[src/rtl/cfa_pkg.sv]
`default_nettype none
// ============================================================================
// Module      : cfa_pkg
// Description : Shared constants and types for the entry-wise accumulator
//               and the downstream entry-wise mean stage.
// Revision    : 1.0 - initial release
// ============================================================================
package cfa_pkg;

  localparam int PIX_W      = 12;  // pixel lane width
  localparam int SUM_W      = 16;  // group sum width
  localparam int MEAN_GROUP = 5;   // beats summed per group
  localparam int N_LANES    = 5;   // parallel pixel lanes

  // Group controller states
  typedef enum logic [0:0] {
    IDLE  = 1'b0,
    ACCUM = 1'b1
  } state_t;

endpackage : cfa_pkg
`default_nettype wire

[src/rtl/lane_accumulator.sv]
`default_nettype none
// ============================================================================
// Module      : lane_accumulator
// Description : One pixel lane: running accumulator plus a held group-sum
//               register. The final beat of a group lands directly in the
//               held register so the running sum can restart immediately.
// Revision    : 1.0 - initial release
// ============================================================================
module lane_accumulator
  import cfa_pkg::*;
#(
  parameter int DATA_W = cfa_pkg::PIX_W,
  parameter int SUM_W  = cfa_pkg::SUM_W
) (
  input  logic              clk,
  input  logic              rst,
  input  logic              clear,
  input  logic              accept,
  input  logic              last,
  input  logic [DATA_W-1:0] pix,
  output logic [SUM_W-1:0]  sum
);

  logic [SUM_W-1:0] r_acc;
  logic [SUM_W-1:0] r_sum;
  logic [SUM_W-1:0] w_next;

  // Zero-extended running sum including the current beat
  assign w_next = r_acc + {{(SUM_W-DATA_W){1'b0}}, pix};

  // Accumulate, hand off the completed group, or discard the partial group
  always_ff @(posedge clk or posedge rst) begin
    if (rst) begin
      r_acc <= '0;
      r_sum <= '0;
    end else if (clear) begin
      r_acc <= '0;
    end else if (accept) begin
      if (last) begin
        r_sum <= w_next;
        r_acc <= '0;
      end else begin
        r_acc <= w_next;
      end
    end
  end

  assign sum = r_sum;

endmodule : lane_accumulator
`default_nettype wire

[src/rtl/entry_wise_accumulator.sv]
`default_nettype none
// ============================================================================
// Module      : entry_wise_accumulator
// Description : Sums five parallel pixel lanes over groups of N_SAMPLES valid
//               beats. Double-buffered: the previous group's sums stay on
//               e1..e5 while the next group accumulates. sum_valid strobes
//               for one cycle whenever e1..e5 take a new group.
// Revision    : 1.0 - initial release
// ============================================================================
module entry_wise_accumulator
  import cfa_pkg::*;
#(
  parameter int DATA_W    = cfa_pkg::PIX_W,
  parameter int SUM_W     = cfa_pkg::SUM_W,
  parameter int N_SAMPLES = cfa_pkg::MEAN_GROUP,
  parameter int CNT_W     = 3
) (
  input  logic              clk,
  input  logic              rst,
  input  logic              clear,
  input  logic              in_valid,
  input  logic [DATA_W-1:0] p1,
  input  logic [DATA_W-1:0] p2,
  input  logic [DATA_W-1:0] p3,
  input  logic [DATA_W-1:0] p4,
  input  logic [DATA_W-1:0] p5,
  output logic [SUM_W-1:0]  e1,
  output logic [SUM_W-1:0]  e2,
  output logic [SUM_W-1:0]  e3,
  output logic [SUM_W-1:0]  e4,
  output logic [SUM_W-1:0]  e5,
  output logic              sum_valid,
  output logic [CNT_W-1:0]  beat_cnt,
  output logic              busy
);

  localparam logic [CNT_W-1:0] c_last_beat = CNT_W'(N_SAMPLES - 1);
  localparam logic [CNT_W-1:0] c_one       = CNT_W'(1);

  // Elaboration-time parameter sanity check
  if (N_SAMPLES < 2 || CNT_W < $clog2(N_SAMPLES) ||
      SUM_W < DATA_W + $clog2(N_SAMPLES)) begin : g_param_check
    $fatal(1, "entry_wise_accumulator: illegal parameter combination");
  end

  state_t            r_state;
  logic [CNT_W-1:0]  r_beat_cnt;
  logic              r_sum_valid;
  logic              w_accept;
  logic              w_last;
  logic [DATA_W-1:0] w_pix [N_LANES];
  logic [SUM_W-1:0]  w_sum [N_LANES];

  // clear takes priority: a beat arriving with clear is dropped
  assign w_accept = in_valid & ~clear;
  assign w_last   = w_accept & (r_beat_cnt == c_last_beat);

  assign w_pix[0] = p1;
  assign w_pix[1] = p2;
  assign w_pix[2] = p3;
  assign w_pix[3] = p4;
  assign w_pix[4] = p5;

  // Beat counter, group FSM and completion strobe
  always_ff @(posedge clk or posedge rst) begin
    if (rst) begin
      r_state     <= IDLE;
      r_beat_cnt  <= '0;
      r_sum_valid <= 1'b0;
    end else begin
      r_sum_valid <= 1'b0;
      if (clear) begin
        r_state    <= IDLE;
        r_beat_cnt <= '0;
      end else if (w_accept) begin
        if (w_last) begin
          r_state     <= IDLE;
          r_beat_cnt  <= '0;
          r_sum_valid <= 1'b1;
        end else begin
          r_state    <= ACCUM;
          r_beat_cnt <= r_beat_cnt + c_one;
        end
      end
    end
  end

  for (genvar k = 0; k < N_LANES; k++) begin : g_lane
    lane_accumulator #(
      .DATA_W (DATA_W),
      .SUM_W  (SUM_W)
    ) u_lane (
      .clk    (clk),
      .rst    (rst),
      .clear  (clear),
      .accept (w_accept),
      .last   (w_last),
      .pix    (w_pix[k]),
      .sum    (w_sum[k])
    );
  end

  assign e1        = w_sum[0];
  assign e2        = w_sum[1];
  assign e3        = w_sum[2];
  assign e4        = w_sum[3];
  assign e5        = w_sum[4];
  assign sum_valid = r_sum_valid;
  assign beat_cnt  = r_beat_cnt;
  assign busy      = (r_state == ACCUM);

endmodule : entry_wise_accumulator
`default_nettype wire

[config.mk]
export PLATFORM = sky130hd
export DESIGN_NAME = entry_wise_accumulator
export DESIGN_NICKNAME = d
export VERILOG_FILES = /design/src/rtl/cfa_pkg.sv /design/src/rtl/lane_accumulator.sv /design/src/rtl/entry_wise_accumulator.sv
export SDC_FILE = /design/constraint.sdc
export NUM_CORES = 1
export LEC_CHECK = 0
export CAP_MARGIN = 10
export CORE_UTILIZATION = 54
export CTS_CLUSTER_DIAMETER = 40
export DETAILED_ROUTE_END_ITERATION = 7
export PLACE_DENSITY_LB_ADDON = 0.2
export SLEW_MARGIN = 20
export SYNTH_ARGS = -nofsm -noshare
export SYNTH_HDL_FRONTEND = slang
export SYNTH_SLANG_ARGS = --single-unit
[constraint.sdc]
create_clock -name clk -period 6.15 [get_ports clk]
set_input_delay 0.615 -clock clk [delete_from_list [all_inputs] [get_ports clk]]
set_output_delay 0.615 -clock clk [all_outputs]
set_load 0.005 [all_outputs]
* After elaboration in Yosys (flattened, before gate mapping) *
Cells that the tools add are included.

storage, ports and cells
  register bits = 165
  logic and storage cells = 49

cells by class
  add/subtract/negate cells = 6
  eq/ne operators = 1
  muxes and demuxes = 24
  bitwise operators = 3
  reduce and logical (&&, ||, !) cells = 2

operators with widths
  kind                                         count
  two-way mux 16 bit                           15
  adder 16 x 12 -> 16 bit                      5
  two-way mux 3 bit                            3
  two-way mux 1 bit                            6
  adder 3 x 1 -> 3 bit, second input constant  1
  equality test 3 bit, second input constant   1
  AND reduction 3 bit                          1
  bitwise AND 1 bit                            2
  nonzero test 2 bit                           1
  inverter 1 bit                               1

* Logic depth before layout (Yosys ltp) *
  depth in word-level cells = 6
  gate-level depth with buffers = 9

* Modules after synthesis *
From an unflattened synthesis, not the netlist that was laid out.

unflattened totals
  cell total of the unflattened synthesis = 1,123
  area total of the unflattened synthesis = 10,390.0 um^2

modules (own cells, without submodules)
  module                                   instances  cells each  area each (um^2)  seq. area each (um^2)
  lane_accumulator (g_lane[0].u_lane ...)  3          223         2,075.7           800.8
  lane_accumulator (g_lane[3].u_lane ...)  2          214         1,940.6           800.8
  entry_wise_accumulator                   1          26          281.5             125.1

* Worst setup path before layout *
No wires, ideal clock.

  kind = input -> register
  start = in p2[0]
  end = reg g_lane[1].u_lane.r_sum[12]
  library setup time = 0.131 ns
  arrival time = 2.809 ns
  data required time = 6.019 ns
  slack = 3.210 ns
  cell stages on the path = 9
  buffers on the path = 0
  path through = ha_1 fa_1 a21o_1 a221o_1 or4_4 a31o_4 a21oi_2 xor2_1 o21ai_1

on the way
  word-level cells in the longest chain between the ends = 1

RTL lines
  element                  RTL line                      text
  from (decl)              entry_wise_accumulator.sv:23  input logic [DATA_W-1:0] p2,
  adder 16 x 12 -> 16 bit  lane_accumulator.sv:29        assign w_next = r_acc + {{(SUM_W-DATA_W){1'b0}}, pix};
  to (signal assigned)     lane_accumulator.sv:40        r_sum <= w_next;
  to (decl)                lane_accumulator.sv:25        logic [SUM_W-1:0] r_sum;

No other way between the ends.
A chain may end at the register's enable or synchronous reset.

* Worst setup path in the final report *
  start = in p5[0]
  end = reg g_lane[4].u_lane.r_sum[14]

on the way
  word-level cells in the longest chain between the ends = 1

RTL lines
  element                  RTL line                      text
  from (decl)              entry_wise_accumulator.sv:26  input logic [DATA_W-1:0] p5,
  adder 16 x 12 -> 16 bit  lane_accumulator.sv:29
  to (signal assigned)     lane_accumulator.sv:40
  to (decl)                lane_accumulator.sv:25

No other way between the ends.

==> metrics.txt <==
Slew HR=0.3200; Rows=46; Initial Util=0.5547; post-synthesis cell area=a little under 9000 um^2; Vias=6998; Crit Path Max Fanout=5; Yosys Warn Count=0; Seq/Total Area, Yosys=0.4669; peak supply drop=0.0001959 V; PnR worst setup slack=approximately 3000 ps; final setup vio count=0; register area=4129 um^2; Syn Inst Count=between 800 and 900; Leak Pwr=5.080 nW; fin nets=roughly 1200; final worst path period need=3185 ps; Filler cells=1294; share of post-route cells with drive strength above 1=0.06979; Cell variety after synth=52; period utilisation layout=0.5178; routability cong.=about 0.86; Detail Route Antenna Nets=0; CTS Hold Bufs=0; pin count of the biggest net entering global routing=80; first drt pass iteration count=5; ys flop type=dfrtp_1; die width=between 100 and 150 um; Max Root-Sink Buffers=2; GR Util All Layers=0.2496; met2 Use GR=0.4036; vias in the first global route=6808; syn_nets=1030; FMAX=between 300 and 400 MHz; met1 Use GR=0.3504; Top Usage Layer GRT=met2; H-tree depth=4; diode count=0; TritonCTS clock tree=done; I/O Pins=149; Remaining DRCs=0; global routing usage on met3=0.03649; Layout Area Growth over Synthesis=25.35%; Pins Over Slew Limit=0; setup_tns=0 ps; CTS Sinks=around 170; Crit. End Element=flip-flop; Slew @ Worst Pin=1020 ps; antenna violations before repair=0; DRT Wirelength=19.91 mm; run status=finished, final reports clean; die outline area=16890 um^2; Die Y=130.0 um; Avg WL per Cell=around 16 um; RSZ-0062 raised after global routing=false; Place WS=2545 ps; Startpoint Class=input pin; vias per inst=between 5 and 6; Clk Latency, worst-skew pair=~420 ps; clk slew on worst S/H paths=60 ps; pwr/cell area=269.4 nW/um^2; Congestion Overflow GR=0; buffer count from post-CTS setup fixing=0; Fin. Hold Viols=0; DR iter-0 viols=390; clock root buffer=clkbuf_16; first-pass GRT wire length=33.04 mm; Port Buf Inserts=148; max-cap violations=0; Arrival @ worst endpoint=about 3500 ps; synthesized area per cell=9.837 um^2; EDFF count, synth=0; fraction of registers with async set or reset after synthesis=1.000; post-synthesis sequential element count=165; most frequent cells in the layout=165 x dfrtp_1, 160 x nand2_1, 148 x clkdlybuf4s50_1, 99 x o21ai_0, 62 x ha_1; commonest non-fill, non-tap cell in the layout=dfrtp_1; clk_skew=9.892 ps; Resized cells post-CTS=0; Core Box Area=15940 um^2; Crit path required time=6480 ps; Inserted Clock Buffers=17; hold crit path type=input pin to async pin; Worst Setup Path Type=input pin to flip-flop; detailed placer's ending HPWL=around 13 mm; multi-input logic area=between 4000 and 5000 um^2
[layer usage]
metal	wire length, um	vias up	share of wire
met5	0	-	0
met4	219	0	0.011
met3	602	17	0.030
met2	9358	146	0.47
met1	9733	3370	0.49
li1	-	3465	-
[worst max-delay path: stages]
cell and delay [ps]:
clkdlybuf4s50_1 400, ha_1 230, fa_1 460, a211oi_1 230, o21bai_1 140, o2bb2ai_1 170, o41ai_1 770, nor2_1 180
xnor2_1 160, o21ai_0 160
[cell usage after synthesis, drive strengths merged (2+ instances only)]
cell type | count | area, um^2
a221o | 2 | 20.02
nor3 | 6 | 30.03
o21bai | 6 | 45.04
nand2b | 6 | 37.54
or2 | 2 | 12.51
a21oi | 55 | 279.0
a2111oi | 2 | 17.52
nand2 | 160 | 600.6
o2111ai | 2 | 17.52
xnor2 | 44 | 385.4
a31oi | 6 | 37.54
a41oi | 3 | 26.28
dfrtp | 165 | 4129
inv | 22 | 82.58
and3 | 6 | 38.79
o21a | 3 | 22.52
nand3 | 14 | 70.07
a21o | 9 | 67.56
fa | 5 | 100.1
mux2 | 24 | 270.3
nor2 | 37 | 138.9
or3 | 8 | 50.05
xor2 | 21 | 183.9
o41ai | 2 | 17.52
clkbuf | 36 | 135.1
a22o | 47 | 411.6
o31ai | 4 | 30.03
o21ai | 105 | 540.5
buf | 2 | 7.510
ha | 62 | 775.7
nor2b | 6 | 37.54
o2bb2ai | 2 | 17.52
a211oi | 7 | 52.55
o211ai | 2 | 15.01
nand4 | 5 | 31.28
[where the power goes]
group          total, mW  switching, mW  leakage, nW  internal, mW
combinational      0.753          0.397         2.56         0.356
sequential          1.25         0.0661         2.25          1.18
clock              0.987          0.420        0.265         0.567
total               2.99          0.883         5.08          2.10
[logic make-up (layout without fill, tap and decap cells)]
| group | Yosys count | count (layout) | share of synthesized area |
|---|---|---|---|
| AO/OA/AOI/OAI | 265 | 265 | 0.1926 |
| AND/OR/NAND/NOR | 253 | 253 | 0.1211 |
| flip-flops | 165 | 165 | 0.4669 |
| adder cells (fa/ha/maj) | 67 | 67 | 0.09904 |
| XOR/XNOR | 65 | 65 | 0.06438 |
| buffers and inverters | 60 | 207 | 0.02547 |
| multiplexers | 24 | 24 | 0.03056 |
[state kept, by name, summed over array words and instances (netlist names)]
name and flops:
g_lane.u_lane.sum 80, g_lane.u_lane.r_acc 80, sum_valid 1, beat_cnt 3, busy 1
[path summary, 6_finish.rpt]
path                                           start                          to  slack (ps)  cells after the start
setup / recovery                               p5[0]    g_lane[4].u_lane.sum[14]        2970                     10
hold / removal                                   rst  g_lane[3].u_lane.r_acc[11]         460                      2
setup reg to reg           g_lane[4].u_lane.r_acc[0]    g_lane[4].u_lane.sum[14]        3190                      9
hold reg to reg              g_lane[1].u_lane.sum[0]     g_lane[1].u_lane.sum[0]         470                      2
max in group asynchronous                        rst   g_lane[0].u_lane.r_acc[3]        4520                      3
min in group clk             g_lane[1].u_lane.sum[0]     g_lane[1].u_lane.sum[0]         470                      2
[final cells by class]
class                           count  share of cell area
Timing Repair Buffer              154              0.1380
Tap cell                          216             0.02438
Clock inverter                      7            0.004176
Sequential cell                   165              0.3725
Inverter                           22            0.007901
Clock buffer                       24             0.04526
Multi-Input combinational cell    674              0.4078
[per-stage QoR]
stage	hold WS, ps	cells	util	power (mW)	area [um^2]
after global placement	459.2	1231	0.6607	1.991	10530
after CTS	455.2	1262	0.6951	3.007	11080
after floorplan	452.6	899	-	1.767	8843
after detailed placement	462.2	1231	0.6607	2.008	10530
final	464.4	1262	0.6953	2.987	11090
after global routing	482.5	1262	0.6953	3.143	11090
Power figures use the tool's default switching activity.
